File: config.mk
export PLATFORM = sky130hd
export DESIGN_NAME = cpc_rom_loader
export DESIGN_NICKNAME = d
export VERILOG_FILES = /design/src/rtl/cpc_rom_loader_pkg.sv /design/src/rtl/cpc_rom_loader_ext_decode.sv /design/src/rtl/cpc_rom_loader.sv
export SDC_FILE = /design/constraint.sdc
export NUM_CORES = 1
export LEC_CHECK = 0
export BUFFER_PORTS_ARGS = -buffer_cell sky130_fd_sc_hd__buf_2
export CORE_ASPECT_RATIO = 0.7
export CORE_UTILIZATION = 40
export DETAILED_ROUTE_END_ITERATION = 12
export PLACE_DENSITY = 0.66
export SLEW_MARGIN = 20
export SYNTH_ARGS = -nofsm -noshare
export SYNTH_HDL_FRONTEND = slang
export SYNTH_SLANG_ARGS = --single-unit
File: constraint.sdc
create_clock -name clk_sys -period 2 [get_ports clk_sys]
set_clock_uncertainty 0.15 [all_clocks]
set_input_delay 0.1 -clock clk_sys [delete_from_list [all_inputs] [get_ports clk_sys]]
set_output_delay 0.1 -clock clk_sys [all_outputs]
set_load 0.005 [all_outputs]
File: src/rtl/cpc_rom_loader_pkg.sv
// Shared types and helpers for the CPC ROM loader: FSM states, fixed ROM pages,
// and ASCII hex-digit decoding for expansion ROM file extensions.
package cpc_loader_pkg;

  typedef enum logic [1:0] {
    IDLE,
    ARM,
    WRITE
  } state_t;

  localparam logic [8:0] BASIC_PAGE  = 9'h100;
  localparam logic [8:0] AMSDOS_PAGE = 9'h107;

  // Returns {valid, value}; only '0'-'9' and upper-case 'A'-'F' count as hex.
  function automatic logic [4:0] hex_nibble(input logic [7:0] c);
    if (c >= 8'h30 && c <= 8'h39)
      return {1'b1, c[3:0]};
    else if (c >= 8'h41 && c <= 8'h46)
      return {1'b1, c[3:0] + 4'd9};
    else
      return 5'b0_0000;
  endfunction

endpackage

File: src/rtl/cpc_rom_loader_ext_decode.sv
// Decodes the last two extension characters of an expansion ROM file into
// its target page and the combo (ROM + Multiface 2 tail) flag.
module cpc_ext_decode
  import cpc_loader_pkg::*;
#(
  parameter logic [8:0] BAD_PAGE = 9'h1EE
) (
  input  logic [15:0] ext,
  output logic [8:0]  page,
  output logic        combo
);

  logic [4:0] hi;
  logic [4:0] lo;

  always_comb begin
    hi    = hex_nibble(ext[15:8]);
    lo    = hex_nibble(ext[7:0]);
    page  = BAD_PAGE;
    combo = 1'b0;
    if (hi[4]) page[7:4] = hi[3:0];
    if (lo[4]) page[3:0] = lo[3:0];
    // Only a fully valid hex extension leaves the low (expansion) half of SDRAM.
    if (hi[4] && lo[4]) page[8] = 1'b0;
    if (ext == 16'h5A5A) begin
      page = '0;
    end else if (ext == 16'h5A30) begin
      page  = '0;
      combo = 1'b1;
    end
  end

endmodule

File: src/rtl/cpc_rom_loader.sv
// Converts the hps_io byte download stream into ce_ref-paced SDRAM boot writes,
// mapping system and expansion ROM images onto 16 KB pages and tracking loaded pages.
module cpc_rom_loader #(
  parameter logic [8:0] MF2_PAGE = 9'h1FF,
  parameter logic [8:0] BAD_PAGE = 9'h1EE,
  parameter logic [8:0] OS_PAGE  = 9'h000
) (
  input  logic         clk_sys,
  input  logic         reset_n,
  input  logic         ce_ref,
  input  logic         ioctl_download,
  input  logic         ioctl_wr,
  input  logic [24:0]  ioctl_addr,
  input  logic [7:0]   ioctl_dout,
  input  logic [7:0]   ioctl_index,
  input  logic [31:0]  ioctl_file_ext,
  output logic         ioctl_wait,
  output logic         boot_wr,
  output logic [22:0]  boot_a,
  output logic [1:0]   boot_bank,
  output logic [7:0]   boot_dout,
  output logic [255:0] rom_map
);
  import cpc_loader_pkg::*;

  state_t      state;
  logic [8:0]  page;
  logic        combo;
  logic        old_download;
  logic [8:0]  dec_page;
  logic        dec_combo;
  logic [10:0] blk;
  logic        sys_drop;
  logic [8:0]  sys_page;
  logic [7:0]  exp_hi;
  logic [8:0]  wr_page;
  logic [1:0]  wr_bank;
  logic        dual;
  logic        is_system;
  logic        unused_ext;

  assign unused_ext = ^ioctl_file_ext[31:16];

  cpc_ext_decode #(
    .BAD_PAGE (BAD_PAGE)
  ) u_ext_decode (
    .ext   (ioctl_file_ext[15:0]),
    .page  (dec_page),
    .combo (dec_combo)
  );

  assign is_system = (ioctl_index == 8'd0);
  assign dual      = (ioctl_index[7:6] == 2'd1) | (|ioctl_index[5:0]);

  always_comb begin
    blk      = ioctl_addr[24:14];
    sys_drop = (blk > 11'd7);
    case (blk[1:0])
      2'd0:    sys_page = OS_PAGE;
      2'd1:    sys_page = BASIC_PAGE;
      2'd2:    sys_page = AMSDOS_PAGE;
      default: sys_page = MF2_PAGE;
    endcase
    // Expansion page offset wraps within 8 bits; page[8] never receives a carry.
    exp_hi = page[7:0] + ioctl_addr[21:14];
    if (is_system) begin
      wr_page = sys_page;
      wr_bank = {1'b0, blk[2]};
    end else begin
      wr_page = {page[8], exp_hi};
      wr_bank = {1'b0, &ioctl_index[7:6]};
    end
  end

  always_ff @(posedge clk_sys) begin
    if (!reset_n) begin
      state        <= IDLE;
      page         <= '0;
      combo        <= 1'b0;
      old_download <= 1'b0;
      ioctl_wait   <= 1'b0;
      boot_wr      <= 1'b0;
      boot_a       <= '0;
      boot_bank    <= '0;
      boot_dout    <= '0;
      rom_map      <= '0;
    end else begin
      old_download <= ioctl_download;
      if (ioctl_download && !old_download && !is_system) begin
        page  <= dec_page;
        combo <= dec_combo;
      end

      case (state)
        IDLE: begin
          if (ioctl_download && ioctl_wr && !(is_system && sys_drop)) begin
            boot_dout  <= ioctl_dout;
            boot_a     <= {wr_page, ioctl_addr[13:0]};
            boot_bank  <= wr_bank;
            ioctl_wait <= 1'b1;
            state      <= ARM;
          end
        end
        ARM: begin
          if (ce_ref) begin
            boot_wr <= 1'b1;
            state   <= WRITE;
          end
        end
        WRITE: begin
          if (ce_ref) begin
            boot_wr <= 1'b0;
            if (dual && boot_bank == 2'd0) begin
              boot_bank <= 2'd1;
              state     <= ARM;
            end else begin
              ioctl_wait <= 1'b0;
              if (boot_a[22]) rom_map[boot_a[21:14]] <= 1'b1;
              // Combo image: the last byte of the first 16 KB redirects the rest to MF2.
              if (combo && boot_a[13:0] == 14'h3FFF) begin
                combo <= 1'b0;
                page  <= MF2_PAGE;
              end
              state <= IDLE;
            end
          end
        end
        default: state <= IDLE;
      endcase
    end
  end

endmodule

After elaboration in Yosys (flattened, before gate mapping)
Index checks and enable logic that the tools add are counted.
{"block": "op_classes", "n_eq_ne": 13, "order_cmp": 11, "n_reduce_logical": 30, "n_addsub": 3, "n_mux": 42, "bitwise_logic": 3}
{"op": "$or A256 B256 Y256", "count": 1}
{"op": "$mux W9", "count": 8}
{"op": "$eq A16 B15 Y1 const B", "count": 2}
{"op": "$pmux W9 S3", "count": 1}
{"op": "$mux W5", "count": 4}
{"op": "$ge A8 B6 Y1 const B", "count": 2}
{"op": "$ge A8 B7 Y1 const B", "count": 2}
{"op": "$le A8 B6 Y1 const B", "count": 2}
{"op": "$le A8 B7 Y1 const B", "count": 2}
{"op": "$mux W1", "count": 16}
{"op": "$eq A14 B14 Y1 const B", "count": 1}
{"op": "$logic_and A1 B1 Y1", "count": 13}
{"op": "$mux W2", "count": 6}
{"op": "$reduce_and A4 Y1", "count": 3}
{"op": "$gt A11 B3 Y1 const B", "count": 1}
{"op": "$ne A2 B2 Y1 const B", "count": 5}
{"op": "$lt A8 B9 Y1 const B", "count": 1}
{"op": "$add A4 B4 Y4 const B", "count": 2}
{"op": "$add A8 B8 Y8", "count": 1}
{"op": "$demux W1 S8", "count": 1}
{"op": "$ge A8 B1 Y1 const B", "count": 1}
{"op": "$logic_not A8 Y1", "count": 1}
{"op": "$mux W4", "count": 2}
{"op": "$eq A2 B1 Y1 const B", "count": 3}
{"op": "other kinds (12)", "count": 21}
{"block": "totals", "out_inout_bits": 291, "ff_bits": 304, "in_bits": 78, "wordCells": 112}

Depth between registers and ports, before layout
{"block": "logic_depth", "ltp_word": 13, "ltp_mapped": 8, "depth_no_buf": 8}

By module
Synthesis repeated with hierarchy kept, for this count alone.
{"block": "hier_totals", "cells_unflattened": 1230, "area_unflattened_um2": 11362.1}
{"module": "cpc_rom_loader", "area_each_um2": 10934.2, "instances": 1, "seq_area_each_um2": 6065.8, "cells_each": 1170}
{"module": "cpc_ext_decode", "area_each_um2": 427.9, "instances": 1, "seq_area_each_um2": 0.0, "cells_each": 60}

Worst setup path after synthesis
Ideal clock, no wire load.
{"block": "synth_timing", "path_kind": "register to register", "from": "reg state[0]", "to": "reg rom_map[207]", "path_stages_with_launch": 6, "setup_time_ns": 0.071, "n_path_buf": 1, "required_time_ns": 1.779, "arrival_time_ns": 1.624, "slack_ns": 0.155, "synth_period_minus_slack_ns": 1.845, "cell_sequence": "dfxtp_1 > nand4b_1 > or3_1 > or3_1 > buf_2 > o21ai_1"}
{"block": "synth_via", "elab_chain_len": 2}
{"element": "from (decl)", "line": "cpc_rom_loader.sv:26", "source": "state_t state;"}
{"element": "from (signal assigned)", "line": "cpc_rom_loader.sv:77", "source": "state <= IDLE;"}
{"element": "from (signal assigned)", "line": "cpc_rom_loader.sv:101", "source": "state <= ARM;"}
{"element": "from (signal assigned)", "line": "cpc_rom_loader.sv:107", "source": "state <= WRITE;"}
{"element": "$eq A2 B2 Y1", "line": "cpc_rom_loader.sv:94", "source": "case (state)"}
{"element": "$reduce_and A4 Y1 (no line)"}
{"element": "to (signal assigned)", "line": "cpc_rom_loader.sv:86", "source": "rom_map <= '0;"}
{"element": "to (signal, indexed assignment)", "line": "cpc_rom_loader.sv:118", "source": "if (boot_a[22]) rom_map[boot_a[21:14]] <= 1'b1;"}
{"element": "to (decl)", "line": "cpc_rom_loader.sv:22", "source": "output logic [255:0] rom_map"}
Every way passes these cells.
A chain may end at the register's enable or synchronous reset.

Final worst setup path
{"block": "layout_timing", "from": "reg state[0]", "to": "reg rom_map[198]"}
The elaborated chain is that of the path after synthesis.

==> flow_summary.toml <==
[synth]
synth_top_flop_cell = "dfxtp_1"
ys_ff_latch = 303
synth_top_cells_by_area = "dfxtp_1 56%, nand2_1 9.4%, o21ai_0 7.5%, a22o_1 6.4%, ha_1 1.9%"
synth_top_area_share_pct = 56.1
syn_inst = 1163
async_reset_ff_share_pct = 0
ys_seq_area_share_pct = 56.1
syn_avg_cell_area_um2 = 9.29
yosysMostFrequentCell = "dfxtp_1"
yosys.area.top_type = "dfxtp_1"
postSynthNetCount = 1258
yosysUniqueCellTypes = 70
yosys-top-cells-count = "303 x dfxtp_1, 270 x nand2_1, 161 x o21ai_0"
ys_warn_count = 0
synth_edf_count = 0
synth.cell_area_mm2 = 0.0108

[placed_design]
dpl-instance-area_mm2 = 0.0134
gp_congestion = 0.871
hpwl_um = 25100
pre_cts_slack_ns = -0.0481
numPortBuffers = 351
dp_cells = 1875

[pwr]
p_total_mw = 12.5
p_switching_mw = 2.91
ir_worst_vdd_mv = 0.576
p_per_area_mw_per_mm2 = 826
switching_share_pct = 23.3
clockPowerShare_pct = 43.6
p_int_mw = 9.58
seq_power_share_pct = 49.2
power_frac_comb_pct = 7.2
p_leak_nw = 6.83

[worst_setup_path]
required_ns = 2.33
cp_max_fo = 15
r2r_slack_ns = -0.01
worstSetupStartpointType = "flip-flop"
crit_path_end_kind = "flip-flop"
crit_type = "flip-flop to flip-flop"
rr_startpoint = "state[0]"
reg2reg_to = "rom_map[198]"
cp_data_arrival_time_ns = 2.34
r2r_cells = 5
cp-startpoint = "state[0]"

[global_routing]
grt_overflow = 0
grt_pass1_vias = 9894
grt_pass1_wl_um = 55500
antenna_found_initial = 0
grt_usage_pct = 25.5
grt_max_degree = 170

[layout]
area_delta_synth_final_pct = 39.9
final_cell_area_mm2 = 0.0151
instances_no_fill = 1981
antennaDiodeCount = 0
layout.nets = 1698
final_layout_size_suffix_gt1_share_pct = 32.3
post-route-util_pct = 57.9

[sta]
slew_violations = 0
whs_ns = 0.0106
relSlewSlack_pct = 46.4
clock.fmax_mhz = 497
tightest_slew_ns = 0.798
fin_tns_setup_ns = -0.0262
hold_viol_final = 0
grt_setup_unrepaired = "yes"
finalSetupViolCount = 6
setup_ws_ns = -0.0102
post-route-min-period_ns = 2.01
finalCritPeriodShare_pct = 101

[floorplan]
io_pins = 369
fp.dieH_um = 140
dieArea_mm2 = 0.0277
core_area_mm2 = 0.0261
die_x_um = 198
start_util_pct = 41.4
rows = 49

[status]
status = "finished, violations left"
violations = "negative setup slack"

[clock_tree]
clk_pin_slew_worst_paths_ns = 0.06
clk_latency_ns = 0.56
root_buffer = "clkbuf_16"
cts_made_buffers = 29
cts_buffer_depth = 3
h-tree-depth = 1
clock-sinks = 303
cts_tree = "yes"

[hold_path]
hold_end = "page[4]"
holdPathStages = 4
min-delay-start = "ioctl_file_ext[8]"
min_path_type = "input port to flip-flop"

[drt]
vias = 10300
dr_wl_met2_um = 15800
wl_per_cell_um = 18.4
via_per_inst = 5.20
top_layer = "met4"
wl_met3_um = 3060
finalWirelength_um = 36400
first_pass_iters = 5
drc = 0
drt_iter0_drc = 550
wl_met1_um = 16500
antenna_left = 0

[flow_run]
max_cap_violations = 0
-- cells by family after synthesis --
group | share of synthesized area [%]
AO/OA/AOI/OAI | 21.7
XOR/XNOR | 0.243
adder cells (fa/ha/maj) | 2.04
buffers and inverters | 2.80
flip-flops | 56.1
multiplexers | 0.0926
other | 0.0347
AND/OR/NAND/NOR | 16.9
-- per-layer routing --
metal  track usage [%]  vias up
met5                 0        -
met4              6.48        0
met1              34.5     4876
met2              40.1      396
met3              7.22       74
li1                  -     4950
-- worst max path at each step --
stage	cells after the start	to	slack [ns]
3_3_place_gp	6	page[2]	-0.009
4_1_cts	10	rom_map[33]	0.009
3_5_place_dp	8	page[2]	-0.05
6_report	5	rom_map[198]	-0.01
5_1_grt	5	rom_map[202]	-0.07
2_1_floorplan	5	rom_map[207]	0.15
-- critical path: stages (launching register included) --
cell and delay, ns:
dfxtp_2 0.32, nand4b_1 0.31, or3_4 0.49, or3_4 0.39, buf_12 0.16, o21ai_2 0.11
-- what timing repair did --
| item | in CTS | in global routing |
|---|---|---|
| pin swaps | 0 | 10 |
| cloned | 0 | 1 |
| endpoints found under the setup margin | 2 | 157 |
| buffers inserted | 0 | 1 |
| endpoints found under the hold margin | 56 | 0 |
| resized for setup | 1 | 65 |
| hold buffers | 53 | 0 |
-- state kept, by name, indices dropped and copies added (netlist names) --
signal / count
boot_bank: 1
page: 9
combo: 1
boot_a: 23
rom_map: 256
boot_wr: 1
state: 2
boot_dout: 8
old_download: 1
ioctl_wait: 1
-- power groups by stage --
stage	Sequential, mW	Combinational (mW)	Clock (mW)
after floorplan	6.27	0.404	0
after global placement	6.28	0.748	0
after detailed placement	6.28	0.759	0
after CTS	6.14	0.846	5.56
after global routing	6.15	0.972	5.77
final	6.15	0.894	5.45
-- cell type report --
cell class,count,area (µm²)
clock buffer,39,813
clock inverter,13,129
inverter,11,41.3
sequential,303,6070
multi-input combinational,785,4590
fill,2334,11000
timing repair buffer,473,3030
tap,357,447
-- placed cells by master, fill, tap and decap left out, types with 25 or more instances in the layout --
cell type      netlist  routed
dfxtp_1            303     300
buf_4                2      53
nand2_1            270     265
nor2_1              29      28
o21ai_1             31      40
buf_2               11     349
a22o_1              79      79
o21ai_0            161     146
clkbuf_16            0      30
a21boi_1            25      25
dlygate4sd3_1        0      51
Power figures use the tool's default switching activity.
